$ cat src/rtl/boss_fight_ctrl.sv
// Final-boss encounter sequencer: intro delay, shot scheduling, hit-driven fire rate, win/loss.
// Optional BOSS_SHOT_AIM_EN: last-hit-before-death shots aim at the player's Y.
module boss_fight_ctrl #(
  parameter int unsigned INTRO_FRAMES = 120,
  parameter int unsigned FIRE_PERIOD  = 60,
  parameter int unsigned FIRE_STEP    = 15,
  parameter int unsigned MIN_PERIOD   = 10,
  parameter int unsigned BOSS_HP      = 3,
  parameter int unsigned WIN_FRAMES   = 180
) (
  input  logic       clk,
  input  logic       reset_n,
  input  logic       frame_tick,
  input  logic       enemies_cleared,
  input  logic       player_dead,
  input  logic       restart,
  input  logic       boss_hit,
  input  logic       boss_dead,
  input  logic [9:0] boss_x,
  input  logic [8:0] boss_y,
  input  logic [8:0] player_y,
  input  logic       shot_ready,
  output logic       boss_active,
  output logic       boss_rearm,
  output logic       shot_fire,
  output logic [9:0] shot_x,
  output logic [8:0] shot_y,
  output logic [1:0] hits_taken,
  output logic [2:0] phase,
  output logic       game_won,
  output logic       game_lost
);

  localparam int unsigned CNT_W = 16;
  localparam int unsigned HIT_W = 2;
  localparam int unsigned Y_W   = 9;

  typedef enum logic [2:0] {
    S_IDLE  = 3'd0,
    S_INTRO = 3'd1,
    S_FIGHT = 3'd2,
    S_WIN   = 3'd3,
    S_WON   = 3'd4,
    S_LOST  = 3'd5
  } state_t;

  state_t             state;
  logic [CNT_W-1:0]   frame_cnt;
  logic [CNT_W-1:0]   fire_cnt;
  logic               pending;
  logic               hit_prev;

  logic [31:0]        red;
  logic [CNT_W-1:0]   period;
  logic               fire_reach;
  logic               pend_now;
  logic               hit_rise;
  logic [Y_W-1:0]     spawn_y;

  // Shot period shrinks with hits; guarded so the subtraction never wraps.
  always_comb begin
    red    = 32'(hits_taken) * FIRE_STEP;
    period = CNT_W'(MIN_PERIOD);
    if (FIRE_PERIOD > red && (FIRE_PERIOD - red) > MIN_PERIOD)
      period = CNT_W'(FIRE_PERIOD - red);
  end

  always_comb begin
    fire_reach = frame_tick && ((fire_cnt + CNT_W'(1)) >= period);
    pend_now   = pending || fire_reach;
    hit_rise   = boss_hit && !hit_prev;
  end

`ifdef BOSS_SHOT_AIM_EN
  logic [Y_W:0] aim_lo;
  logic [Y_W:0] aim_hi;
  logic [Y_W:0] aim_py;

  // One hit from death, the boss aims within its own 32-pixel-high band.
  always_comb begin
    aim_lo  = {1'b0, boss_y};
    aim_hi  = aim_lo + (Y_W+1)'(31);
    aim_py  = {1'b0, player_y};
    spawn_y = boss_y + Y_W'(16);
    if (hits_taken == HIT_W'(BOSS_HP - 1)) begin
      if (aim_py < aim_lo)      spawn_y = aim_lo[Y_W-1:0];
      else if (aim_py > aim_hi) spawn_y = aim_hi[Y_W-1:0];
      else                      spawn_y = aim_py[Y_W-1:0];
    end
  end
`else
  logic unused_player_y;

  assign unused_player_y = ^player_y;

  always_comb begin
    spawn_y = boss_y + Y_W'(16);
  end
`endif

  assign phase = 3'(state);

  // Encounter FSM with all outputs registered.
  always_ff @(posedge clk or negedge reset_n) begin
    if (!reset_n) begin
      state       <= S_IDLE;
      frame_cnt   <= '0;
      fire_cnt    <= '0;
      pending     <= 1'b0;
      hit_prev    <= 1'b0;
      boss_active <= 1'b0;
      boss_rearm  <= 1'b0;
      shot_fire   <= 1'b0;
      shot_x      <= '0;
      shot_y      <= '0;
      hits_taken  <= '0;
      game_won    <= 1'b0;
      game_lost   <= 1'b0;
    end else begin
      hit_prev   <= boss_hit;
      shot_fire  <= 1'b0;
      boss_rearm <= 1'b0;
      case (state)
        S_IDLE: begin
          if (enemies_cleared) begin
            state     <= S_INTRO;
            frame_cnt <= '0;
          end
        end
        S_INTRO: begin
          if (frame_tick) begin
            if (frame_cnt == CNT_W'(INTRO_FRAMES - 1)) begin
              state       <= S_FIGHT;
              boss_active <= 1'b1;
              fire_cnt    <= '0;
              hits_taken  <= '0;
              pending     <= 1'b0;
            end else begin
              frame_cnt <= frame_cnt + CNT_W'(1);
            end
          end
        end
        S_FIGHT: begin
          if (player_dead) begin
            state       <= S_LOST;
            boss_active <= 1'b0;
            game_lost   <= 1'b1;
            pending     <= 1'b0;
          end else if (boss_dead) begin
            state       <= S_WIN;
            boss_active <= 1'b0;
            frame_cnt   <= '0;
            pending     <= 1'b0;
          end else begin
            if (hit_rise && hits_taken < HIT_W'(BOSS_HP))
              hits_taken <= hits_taken + HIT_W'(1);
            // A due shot waits here, counter parked, until the slot frees.
            if (pend_now && shot_ready) begin
              shot_fire <= 1'b1;
              shot_x    <= boss_x;
              shot_y    <= spawn_y;
              pending   <= 1'b0;
              fire_cnt  <= '0;
            end else if (pend_now) begin
              pending  <= 1'b1;
              fire_cnt <= period;
            end else if (frame_tick) begin
              fire_cnt <= fire_cnt + CNT_W'(1);
            end
          end
        end
        S_WIN: begin
          if (frame_tick) begin
            if (frame_cnt == CNT_W'(WIN_FRAMES - 1)) begin
              state    <= S_WON;
              game_won <= 1'b1;
            end else begin
              frame_cnt <= frame_cnt + CNT_W'(1);
            end
          end
        end
        S_WON, S_LOST: begin
          if (restart) begin
            state      <= S_IDLE;
            game_won   <= 1'b0;
            game_lost  <= 1'b0;
            boss_rearm <= 1'b1;
            hits_taken <= '0;
          end
        end
        default: state <= S_IDLE;
      endcase
    end
  end

endmodule
$ cat config.mk
export PLATFORM = sky130hd
export DESIGN_NAME = boss_fight_ctrl
export DESIGN_NICKNAME = d
export VERILOG_FILES = /design/src/rtl/boss_fight_ctrl.sv
export SDC_FILE = /design/constraint.sdc
export NUM_CORES = 1
export LEC_CHECK = 0
export CAP_MARGIN = 15
export CORE_ASPECT_RATIO = 0.7
export CORE_MARGIN = 4
export CORE_UTILIZATION = 49
export DETAILED_ROUTE_END_ITERATION = 16
export PLACE_DENSITY = 0.77
export SLEW_MARGIN = 0
export SYNTH_ARGS = -nofsm -noshare
export SYNTH_HDL_FRONTEND = slang
export SYNTH_SLANG_ARGS = --single-unit
$ cat constraint.sdc
create_clock -name clk -period 3.8 [get_ports clk]
set_clock_uncertainty 0.2 [all_clocks]
set_input_delay 1.14 -clock clk [delete_from_list [all_inputs] [get_ports clk]]
set_output_delay 1.14 -clock clk [all_outputs]
set_load 0.005 [all_outputs]
==> results.json <==
{
  "use_met2_pct": 30.7,
  "clockBufferDepth": 2,
  "p_leak_nw": 2.25,
  "use_met1_pct": 30.1,
  "clock_latency_ns": 0.33,
  "max_stage_delay_ns": 0.45,
  "n_antenna_cell": 0,
  "crit_arrival_ns": 3.63,
  "finalCritPeriodShare_pct": 95.2,
  "grt_pass1_wl_um": 15600,
  "hold_viol": 0,
  "critPathCaptureType": "register",
  "yosysSeqAreaShare_pct": 40.3,
  "io_buffers": 56,
  "ys_types": 59,
  "synth_seq_cells": 63,
  "crit_start": "fire_cnt[2]",
  "vias": 3309,
  "nNetsFinal": 535,
  "maxCapViolations": 0,
  "drt-initial-drc-count": 220,
  "antenna_found_initial": 0,
  "num_rows": 26,
  "syn_area_per_cell_um2": 9.83,
  "slew-limit-headroom_pct": 39.8,
  "ys_warn_count": 0,
  "async_reset_ff_share_pct": 100,
  "drtPass1Iterations": 5,
  "slew_violations": 0,
  "gp_congestion": 0.853,
  "htreeDepth": 3,
  "hp-start": "shot_x[7]",
  "drc_errors": 0,
  "clock.fmax_mhz": 276,
  "synth_most_common_cell": "dfrtp_1",
  "synth_top_area_share_pct": 40.3,
  "synth_ff_type": "dfrtp_1",
  "grt_pass1_vias": 3275,
  "top_usage_layer": "met2",
  "drive_above_1_share_pct": 13.0,
  "post_dp_cell_area_um2": 4630,
  "coreArea_um2": 7510,
  "worst_pin_slew_ns": 0.900,
  "syn_area_um2": 3910,
  "final_util_pct": 65.9,
  "path_buf_inv": 0,
  "cts_hold_buffers": 0,
  "finalSetupViolations": 0,
  "start_util_pct": 52.1,
  "synthTopCellsByArea": "dfrtp_1 (40%), ha_1 (8.3%), mux2_4 (6.9%)",
  "grtUsageMet3_pct": 5.72,
  "synthCells": 398,
  "cts_tree": "built",
  "wirelength_um": 9460,
  "hold_class": "reg2reg",
  "synth_edf_count": 0,
  "post-route-cell-area_um2": 4950,
  "overflow": 0,
  "dieHeight_um": 82.8,
  "rsz0062_at_grt": "no",
  "yosysTopAreaCell": "dfrtp_1",
  "dieWidth_um": 115,
  "detailed_place_hpwl_um": 6630,
  "clock_sinks": 63,
  "cp_cell_sequence": "and4_1 > and3_1 > nand3_1 > xnor2_1 > ha_1 > a21oi_1 > a2bb2oi_1 > o211ai_1 > or3_4 > and3_4 > mux2_4",
  "clkTransAtPathRegs_ns": 0.05,
  "cts_buffers": 9,
  "area_growth_pct": 26.6,
  "grt_max_degree": 64,
  "power_mw": 2.28,
  "crit_family": "simple AND/OR/NAND/NOR gates",
  "vdd_drop_max_mv": 0.295,
  "path_class": "reg2reg",
  "synth_commonest_cells": "dfrtp_1 (63), nand2_1 (37), o21ai_0 (33)",
  "p_per_area_nw_per_um2": 459,
  "die_area_um2": 9500,
  "finalSetupTns_ns": 0,
  "ios": 66,
  "cp_max_fo": 10,
  "status": "finished clean",
  "worst_path_max_delay_cell": "dfrtp_1",
  "crit-reg2reg-launch": "fire_cnt[2]",
  "clock-root-buffer": "clkbuf_16",
  "drt-wirelength-per-cell_um": 16.4,
  "drtAntennaViolNets": 0,
  "cp-start-kind": "register",
  "worstPathRequired_ns": 3.81,
  "fin_crit_ns": 3.62,
  "viasPerCell": 5.75,
  "grt_usage_pct": 21.1
}
## cells by family after synthesis
kind of cell / count (synthesis) / synth area share (%)
buffers and inverters: 28 / 3.74
XOR/XNOR: 17 / 3.80
adder cells (fa/ha/maj): 26 / 8.31
flip-flops: 63 / 40.3
AND/OR/NAND/NOR: 145 / 19.7
AO/OA/AOI/OAI: 92 / 15.2
multiplexers: 25 / 8.76
other: 2 / 0.192
## cells in the final DEF, fill, tap and decap left out, drive strengths merged, types with 3 or more instances in the layout
cell type and n:
and4 5, and2 10, and3 7, o21ai 38, or2 3, nor2b 4, dfrtp 63, a22o 5
nand2 37, nand4 9, a21o 4, inv 14, ha 26, nand3 24, xnor2 12, nor3 8
xor2 5, clkbuf 13, a21oi 14, buf 11, o31ai 3, mux2i 5, mux2 20, conb 11
nor2 27, nor4 3, nor4bb 3, clkdlybuf4s50 55, a31oi 8
## power breakdown
part           switching, mW  internal, mW  total, mW  leakage, nW
Sequential             0.112         0.745      0.857        0.843
Combinational          0.312         0.295      0.606         1.26
Clock                  0.288         0.525      0.813        0.140
## final timing paths
check	endpoint	depth (start not counted)	slack, ns
worst max-delay path	shot_x[4]	11	0.18
worst max register to register	shot_x[4]	11	0.18
worst min-delay path	shot_x[7]	1	0.31
min in group asynchronous	shot_x[5]	2	0.61
max in group asynchronous	hits_taken[0]	2	2.46
worst min register to register	shot_x[7]	1	0.31
## state kept, by name (all words and copies together), names as in the netlist
register / count
shot_fire: 1
frame_cnt: 16
fire_cnt: 16
pending: 1
game_lost: 1
phase: 3
boss_rearm: 1
boss_active: 1
shot_x: 10
shot_y: 9
hit_prev: 1
game_won: 1
hits_taken: 2
## worst register-to-register path, cell delays in order, from the launching register on
cell and delay [ns]:
dfrtp_1 0.45, and4_1 0.33, and3_1 0.24, nand3_1 0.15, xnor2_1 0.21, ha_1 0.28
a21oi_1 0.18, a2bb2oi_1 0.25, o211ai_1 0.18, or3_4 0.45, and3_4 0.26, mux2_4 0.32
## metrics by stage
step	cells	hold WS [ns]	worst slack, ns
after floorplan	407	0.259	0.0582
after global placement	557	0.274	0.192
after global routing	575	0.333	0.0590
after detailed placement	557	0.286	0.122
after CTS	573	0.306	0.0962
final	575	0.305	0.181
## per-layer routing
layer	wire length, um	part of all wire [%]
met4	135	1.4
met2	3850	41
met5	0	0
met1	4750	50
met3	723	7.6
## layout make-up
| type | count | area [um2] |
|---|---|---|
| multi-input cells | 318 | 2270 |
| inverters | 14 | 52.6 |
| repair buffers | 66 | 643 |
| clock buffers | 13 | 250 |
| well taps | 98 | 123 |
| clock inverters | 3 | 42.5 |
| fillers | 611 | 2560 |
| flip-flops and latches | 63 | 1580 |
## repair_timing
action / in CTS / in global routing
setup buffers: 0 / 0
setup endpoints to repair: 0 / 20
resized for setup: 0 / 5
Power figures use the tool's default switching activity.
